===== src/rtl/scie_fir_mc.sv =====
// Multi-channel FIR custom-instruction unit: per-channel coefficient and sample
// storage sharing one multiplier that sweeps one tap per cycle.
module scie_fir_mc #(
  parameter int DATA_W    = 16,
  parameter int TAPS      = 8,
  parameter int CHANNELS  = 4,
  parameter int FRAC_BITS = 16,
  parameter int XLEN      = 32
) (
  input  logic            clock,
  input  logic            reset,
  input  logic            io_valid,
  input  logic [31:0]     io_insn,
  input  logic [XLEN-1:0] io_rs1,
  input  logic [XLEN-1:0] io_rs2,
  output logic [XLEN-1:0] io_rd,
  output logic            io_ready,
  output logic [15:0]     io_drops
);

  localparam int TAP_W = $clog2(TAPS);
  localparam int CH_W  = (CHANNELS > 1) ? $clog2(CHANNELS) : 1;
  localparam int ACC_W = 2 * DATA_W + TAP_W;

  localparam logic [6:0] OP_LOAD  = 7'h0B;
  localparam logic [6:0] OP_PUSH  = 7'h2B;
  localparam logic [6:0] OP_READ  = 7'h5B;
  localparam logic [6:0] OP_CLEAR = 7'h7B;

  typedef enum logic [1:0] {IDLE, MAC, DONE} state_t;

  state_t            state;
  logic [DATA_W-1:0] coef   [CHANNELS][TAPS];
  logic [DATA_W-1:0] hist   [CHANNELS][TAPS];
  logic [XLEN-1:0]   result [CHANNELS];
  logic [CH_W-1:0]   sweep_ch;
  logic [TAP_W-1:0]  k;
  logic [ACC_W-1:0]  acc;

  function automatic logic [XLEN-1:0] scale_result(input logic [ACC_W-1:0] a);
    logic [ACC_W-1:0] s;
    s = a >> FRAC_BITS;
    return XLEN'(s);
  endfunction

  function automatic logic [15:0] sat_inc(input logic [15:0] c);
    return (c == 16'hFFFF) ? c : c + 16'd1;
  endfunction

  // CHANNELS is a power of two, so the modulo reduces to a mask.
  function automatic logic [CH_W-1:0] chan_of(input logic [7:0] f);
    logic [7:0] m;
    m = f & 8'(CHANNELS - 1);
    return CH_W'(m);
  endfunction

  logic [6:0]        op;
  logic [CH_W-1:0]   ch;
  logic [7:0]        idx;
  logic              idx_ok;
  logic [TAP_W-1:0]  tap;
  logic              is_load, is_push, is_read, is_clear;
  logic [2*DATA_W-1:0] prod;
  logic              unused_bits;

  assign op       = io_insn[6:0];
  assign ch       = chan_of(io_rs2[15:8]);
  assign idx      = io_rs2[7:0];
  assign idx_ok   = ({24'd0, idx} < 32'(TAPS));
  assign tap      = idx[TAP_W-1:0];
  assign is_load  = io_valid && (op == OP_LOAD);
  assign is_push  = io_valid && (op == OP_PUSH);
  assign is_read  = io_valid && (op == OP_READ);
  assign is_clear = io_valid && (op == OP_CLEAR);
  assign prod     = (2*DATA_W)'(hist[sweep_ch][k]) * (2*DATA_W)'(coef[sweep_ch][k]);
  assign unused_bits = ^{io_insn[31:7], io_rs1[XLEN-1:DATA_W], io_rs2[XLEN-1:16]};

  always_ff @(posedge clock) begin
    if (reset) begin
      state    <= IDLE;
      io_ready <= 1'b1;
      io_drops <= 16'd0;
      io_rd    <= '0;
      acc      <= '0;
      k        <= '0;
      sweep_ch <= '0;
      for (int c = 0; c < CHANNELS; c++) begin
        result[c] <= '0;
        for (int t = 0; t < TAPS; t++) begin
          coef[c][t] <= '0;
          hist[c][t] <= '0;
        end
      end
    end else begin
      case (state)
        IDLE: begin
          if (is_push) begin
            for (int t = TAPS - 1; t > 0; t--) hist[ch][t] <= hist[ch][t-1];
            hist[ch][0] <= io_rs1[DATA_W-1:0];
            sweep_ch    <= ch;
            k           <= '0;
            acc         <= '0;
            io_ready    <= 1'b0;
            state       <= MAC;
          end
        end
        MAC: begin
          acc <= acc + ACC_W'(prod);
          k   <= k + 1'b1;
          if (k == TAP_W'(TAPS - 1)) state <= DONE;
        end
        DONE: begin
          result[sweep_ch] <= scale_result(acc);
          io_ready         <= 1'b1;
          state            <= IDLE;
        end
        default: begin
          io_ready <= 1'b1;
          state    <= IDLE;
        end
      endcase

      if (is_push && state != IDLE) io_drops <= sat_inc(io_drops);
      if (is_load && idx_ok) coef[ch][tap] <= io_rs1[DATA_W-1:0];
      if (is_read) io_rd <= result[ch];

      // Clearing the channel under sweep aborts it; placed last so it wins over DONE.
      if (is_clear) begin
        for (int t = 0; t < TAPS; t++) hist[ch][t] <= '0;
        result[ch] <= '0;
        if (state != IDLE && sweep_ch == ch) begin
          state    <= IDLE;
          io_ready <= 1'b1;
        end
      end
    end
  end

endmodule


===== config.mk =====
export PLATFORM = sky130hd
export DESIGN_NAME = scie_fir_mc
export DESIGN_NICKNAME = d
export VERILOG_FILES = /design/src/rtl/scie_fir_mc.sv
export SDC_FILE = /design/constraint.sdc
export NUM_CORES = 2
export LEC_CHECK = 0
export BUFFER_PORTS_ARGS = -buffer_cell sky130_fd_sc_hd__clkbuf_2
export CAP_MARGIN = 20
export CORE_UTILIZATION = 60
export DETAILED_ROUTE_END_ITERATION = 12
export PLACE_DENSITY = 0.77
export SYNTH_ARGS = -nofsm -noshare
export SYNTH_HDL_FRONTEND = slang
export SYNTH_SLANG_ARGS = --single-unit

===== constraint.sdc =====
create_clock -name clock -period 9.7 [get_ports clock]
set_input_delay 0.485 -clock clock [delete_from_list [all_inputs] [get_ports clock]]
set_output_delay 0.485 -clock clock [all_outputs]
set_load 0.05 [all_outputs]

* Word level (Yosys, flattened, before mapping)
Memories as Yosys holds them, arrays and structs flattened. A register that Yosys moved wholly into a read port is not among the register bits.
Index checks and enable logic that the tools add are counted.
** Storage, ports and cells
- Word-level logic and storage cells :: 117
- Latch bits :: 0
- Memory bits (writable) :: 1100
- Memories kept :: 3
- Output and inout bits :: 49
- Memory bits (read-only) :: 0
- Register bits after elaboration :: 91
- Input port bits :: 99
** Operators by class
- Reductions and logical operators :: 18
- Bitwise gates (word level) :: 11
- Mux-type cells :: 60
- Equality and inequality tests :: 10
- Divide/modulo/power cells :: 0
- Order comparisons :: 4
- $add $sub $neg :: 3
- $mul :: 1
- Shift-type cells :: 0
** Memories
- coef :: depth 4, width 128, rd ports 1, clocked after memory_dff 1, write ports 4, line 33 : logic [DATA_W-1:0] coef [CHANNELS][TAPS];
- hist :: depth 4, width 128, rd ports 2, clocked after memory_dff 1, write ports 4, line 34 : logic [DATA_W-1:0] hist [CHANNELS][TAPS];
- result :: depth 4, width 19, rd ports 1, clocked after memory_dff 1, write ports 4, line 35 : logic [XLEN-1:0] result [CHANNELS];
** Operator list (count)
- two-way mux 128 bit :: 4
- OR reduction 128 bit :: 2
- two-way mux 16 bit :: 13
- binary-select mux 16 bit (select 3 bit) :: 2
- case mux 35 bit (2 select lines) :: 1
- demux 16 bit (select 3 bit) :: 1
- two-way mux 19 bit :: 2
- OR reduction 19 bit :: 2
- adder 35 x 32 -> 35 bit :: 1
- two-way mux 35 bit :: 1
- multiplier 16 x 16 -> 32 bit :: 1
- two-way mux 2 bit :: 12
- two-way mux 1 bit :: 19
- adder 16 x 1 -> 16 bit (second input constant) :: 1
- == test 16 bit (second input constant) :: 1
- == test 7 bit (second input constant) :: 2
- greater-or-equal comparator 4 bit (second input constant) :: 2
- logical AND 1 bit :: 8
- < comparator 8 x 4 -> 1 bit (second input constant) :: 1
- two-way mux 8 bit :: 1
- inverter 3 -> 4 bit :: 2
- bitwise OR 1 bit :: 8
- == test 7 x 4 -> 1 bit (second input constant) :: 1
- == test 7 x 6 -> 1 bit (second input constant) :: 1
- other kinds (15) :: 18

* Logic depth before layout (Yosys ltp)
- Depth after elaboration :: 9
- Depth in mapped cells :: 32
- Gate-level depth less buffers :: 27

* Worst setup path after synthesis
OpenSTA, ideal clock, no wires.
- Path kind :: register -> register
- From :: reg (tool-made name)
- To :: reg acc[26]
- Buffers on the path :: 3
- Arrival :: 7.380 ns
- Data required time :: 9.583 ns
- Period minus slack after synthesis :: 7.497 ns
- Library setup time :: 0.117 ns
- Stages on the path, launching flop included :: 29
- Path slack :: 2.203 ns
- Cell sequence :: dfxtp_1 > clkbuf_1 > clkbuf_1 > mux4_2 > mux4_2 > mux2i_4 > buf_2 > nor2_1 > fa_1 > inv_1 > fa_1 > fa_1 > inv_1 > fa_1 > fa_1 > inv_1 > fa_1 > inv_1 > ha_1 > a21oi_1 > a21oi_1 > a31oi_1 > o31a_1 > o21ai_1 > a21o_1 > a2111oi_0 > nor3_1 > xnor2_1 > a22o_1
** RTL lines
- to (signal assigned) :: line 108 : acc <= acc + ACC_W'(prod);
- to (decl) :: line 38 : logic [ACC_W-1:0] acc;

==> out/metrics.yaml <==
status:
  run_status: "complete, but fails checks"
  violations: "design-rule violations"
setup_path:
  cp.arrival_ps: 9340
  slowest_delay_ps: 680
  endpoint_kind: "flip-flop"
  worstPathRequired_ps: 10290
  startpoint_type: "flip-flop"
  cpMostUsedCell: "fa_1"
  critPathKind: "reg2reg"
  worstPathMaxFanout: 46
  crit_slowest_cell: "dfxtp_4"
routing:
  drt-initial-drc-count: 4056
  wl_per_cell_um: 23.9
  ant_nets: 0
  dr.pass1.iters: 10
  drc: 27
  routed_wl_um: 150000
  via_per_inst: 6.20
  via_count: 38800
cells_and_area:
  layoutNonFillerInstCount: 6263
  syn2layout_area_growth_pct: 7.98
  mostFrequentLayoutCells: "1024 x edfxtp_1, 766 x nor2_1, 518 x and2_1"
  final_common_cell: "edfxtp_1"
  antenna_cells: 0
  final_nets: 5218
  layout-drive-gt1-share: 0.179
synth:
  ys_ff_latch: 1180
  syn_avg_cell_area_um2: 13.2
  synth-edff-count: 1024
  synthesis.area_um2: 63900
  ys_warn_count: 0
  syn-instance-count: 4835
  synth-seq-area-share: 0.530
  synth_ff_type: "edfxtp_1"
  async_reset_ff_frac: 0
  ys_types: 65
grt:
  grt_pass1_wl_um: 233000
  grt_max_degree: 108
  antenna_found_initial: 4
  grt_pass1_vias: 39800
  overflow: 0
  global_route.usage.total: 0.285
floorplan:
  io_pins: 148
  core_area_um2: 105000
  die_w_um: 328
  die_area_um2: 108000
  die_y_um: 328
  rows: 119
  initial_core_util: 0.607
sta:
  skew_ps: 27.2
  maxSlewViolCount: 0
  hold_viol: 0
  finalSetupTns_ps: 0
  rsz0062_at_grt: "false"
  fmax_mhz: 114
  tightestPinTransition_ps: 1080
  final-setup-viol-count: 0
  final.min_clock_period_ps: 8750
  timing.final.crit_share: 0.902
  max_slew_margin: 0.279
placement:
  gp_congestion: 0.943
  dp_cells: 6052
  dpl.hpwl_um: 91500
  numPortBuffers: 71
clocking:
  cts_buffers: 115
  clkSlewWorstSetupHoldPaths_ps: 60
  cts_setup_buffers: 0
  htreeDepth: 3
  cts_sinks: 1180
  cts_tree: "yes"
  cts_root_buf: "clkbuf_16"
  ctsResizeCount: 0
  clock_latency_ps: 720
  hold_buffers: 0
  clk_path_buf_depth: 3
worst_hold_path:
  worstHoldPathType: "in2reg"
job:
  drv_cap: 0
pwr:
  p_leak_nw: 25.6
  power.density_nw_per_um2: 182
  vdd_ir_drop_max_mv: 0.184
area by class of cell:
| type | count | area, um2 |
|---|---|---|
| Clock buffer | 155 | 3170 |
| Inverter | 359 | 1350 |
| Fill cell | 7316 | 36400 |
| Sequential cell | 1180 | 33900 |
| Multi-Input combinational cell | 2960 | 27300 |
| Tap cell | 1391 | 1740 |
| Clock inverter | 53 | 392 |
| Timing Repair Buffer | 165 | 1230 |
worst max-delay path, delay by kind of cell (launching register included):
family          cells  cell delay, ps
fa+ha+maj           7            3380
xor+xnor            1              90
simple gates        3             460
buf+inv             5             600
compound gates      6            1600
mux                 3            1770
flops               1             680
per-layer routing:
layer  track usage  share of wire
met1         0.377           0.37
met3        0.0415          0.092
met2         0.483           0.50
met5             0              0
met4         0.101          0.033
synthesized netlist by cell type (all sizes together) (21+ instances only):
| cell type | number | area [um2] |
|---|---|---|
| edfxtp | 1024 | 30700 |
| nor2 | 766 | 2880 |
| clkbuf | 239 | 901 |
| nor3b | 58 | 435 |
| mux2 | 22 | 248 |
| ha | 112 | 1400 |
| xnor2 | 21 | 184 |
| a21oi | 133 | 669 |
| inv | 359 | 1350 |
| mux4 | 451 | 10200 |
| and2 | 518 | 3240 |
| or2 | 42 | 263 |
| nand2 | 364 | 1370 |
| buf | 109 | 686 |
| fa | 226 | 4520 |
| dfxtp | 156 | 3120 |
registers in the layout, summed over array words and instances, names as in the netlist, named ones only:
register	count
io_ready	1
state	2
io_drops	16
acc	35
result	76
coef	512
k	3
hist	512
sweep_ch	2
io_rd	19
final timing paths:
kind,depth (start not counted),endpoint,slack (ps),startpoint
max,25,acc[33],950,flip-flop
min,4,io_ready,340,io_insn[4]
max reg2reg,25,acc[33],950,flip-flop
min reg2reg,2,result[3][15],450,result[3][15]
power by group:
group / internal (mW) / switching, mW / leakage (nW)
Sequential: 5.68 / 0.0691 / 11.4
Clock: 2.38 / 1.91 / 1.75
Combinational: 0.993 / 1.53 / 12.4
logic make-up after synthesis:
family | share of synthesized area
mux | 0.166
other cells | 0.0000586
xor+xnor | 0.00534
simple gates | 0.138
compound gates | 0.0229
flops | 0.530
buf+inv | 0.0459
fa+ha+maj | 0.0927
stage by stage:
step	worst slack [ps]	hold WS, ps	total power, mW	instance area, um2	utilization
2_1_floorplan	2200	432	7.77	64000	-
3_3_place_gp	1110	439	8.27	65500	0.621
3_5_place_dp	1060	446	8.33	65500	0.621
4_1_cts	1020	295	12.6	69000	0.655
5_1_grt	556	393	13.1	69000	0.655
6_report	949	345	12.6	69000	0.655
(Power assumes the default switching activity.)
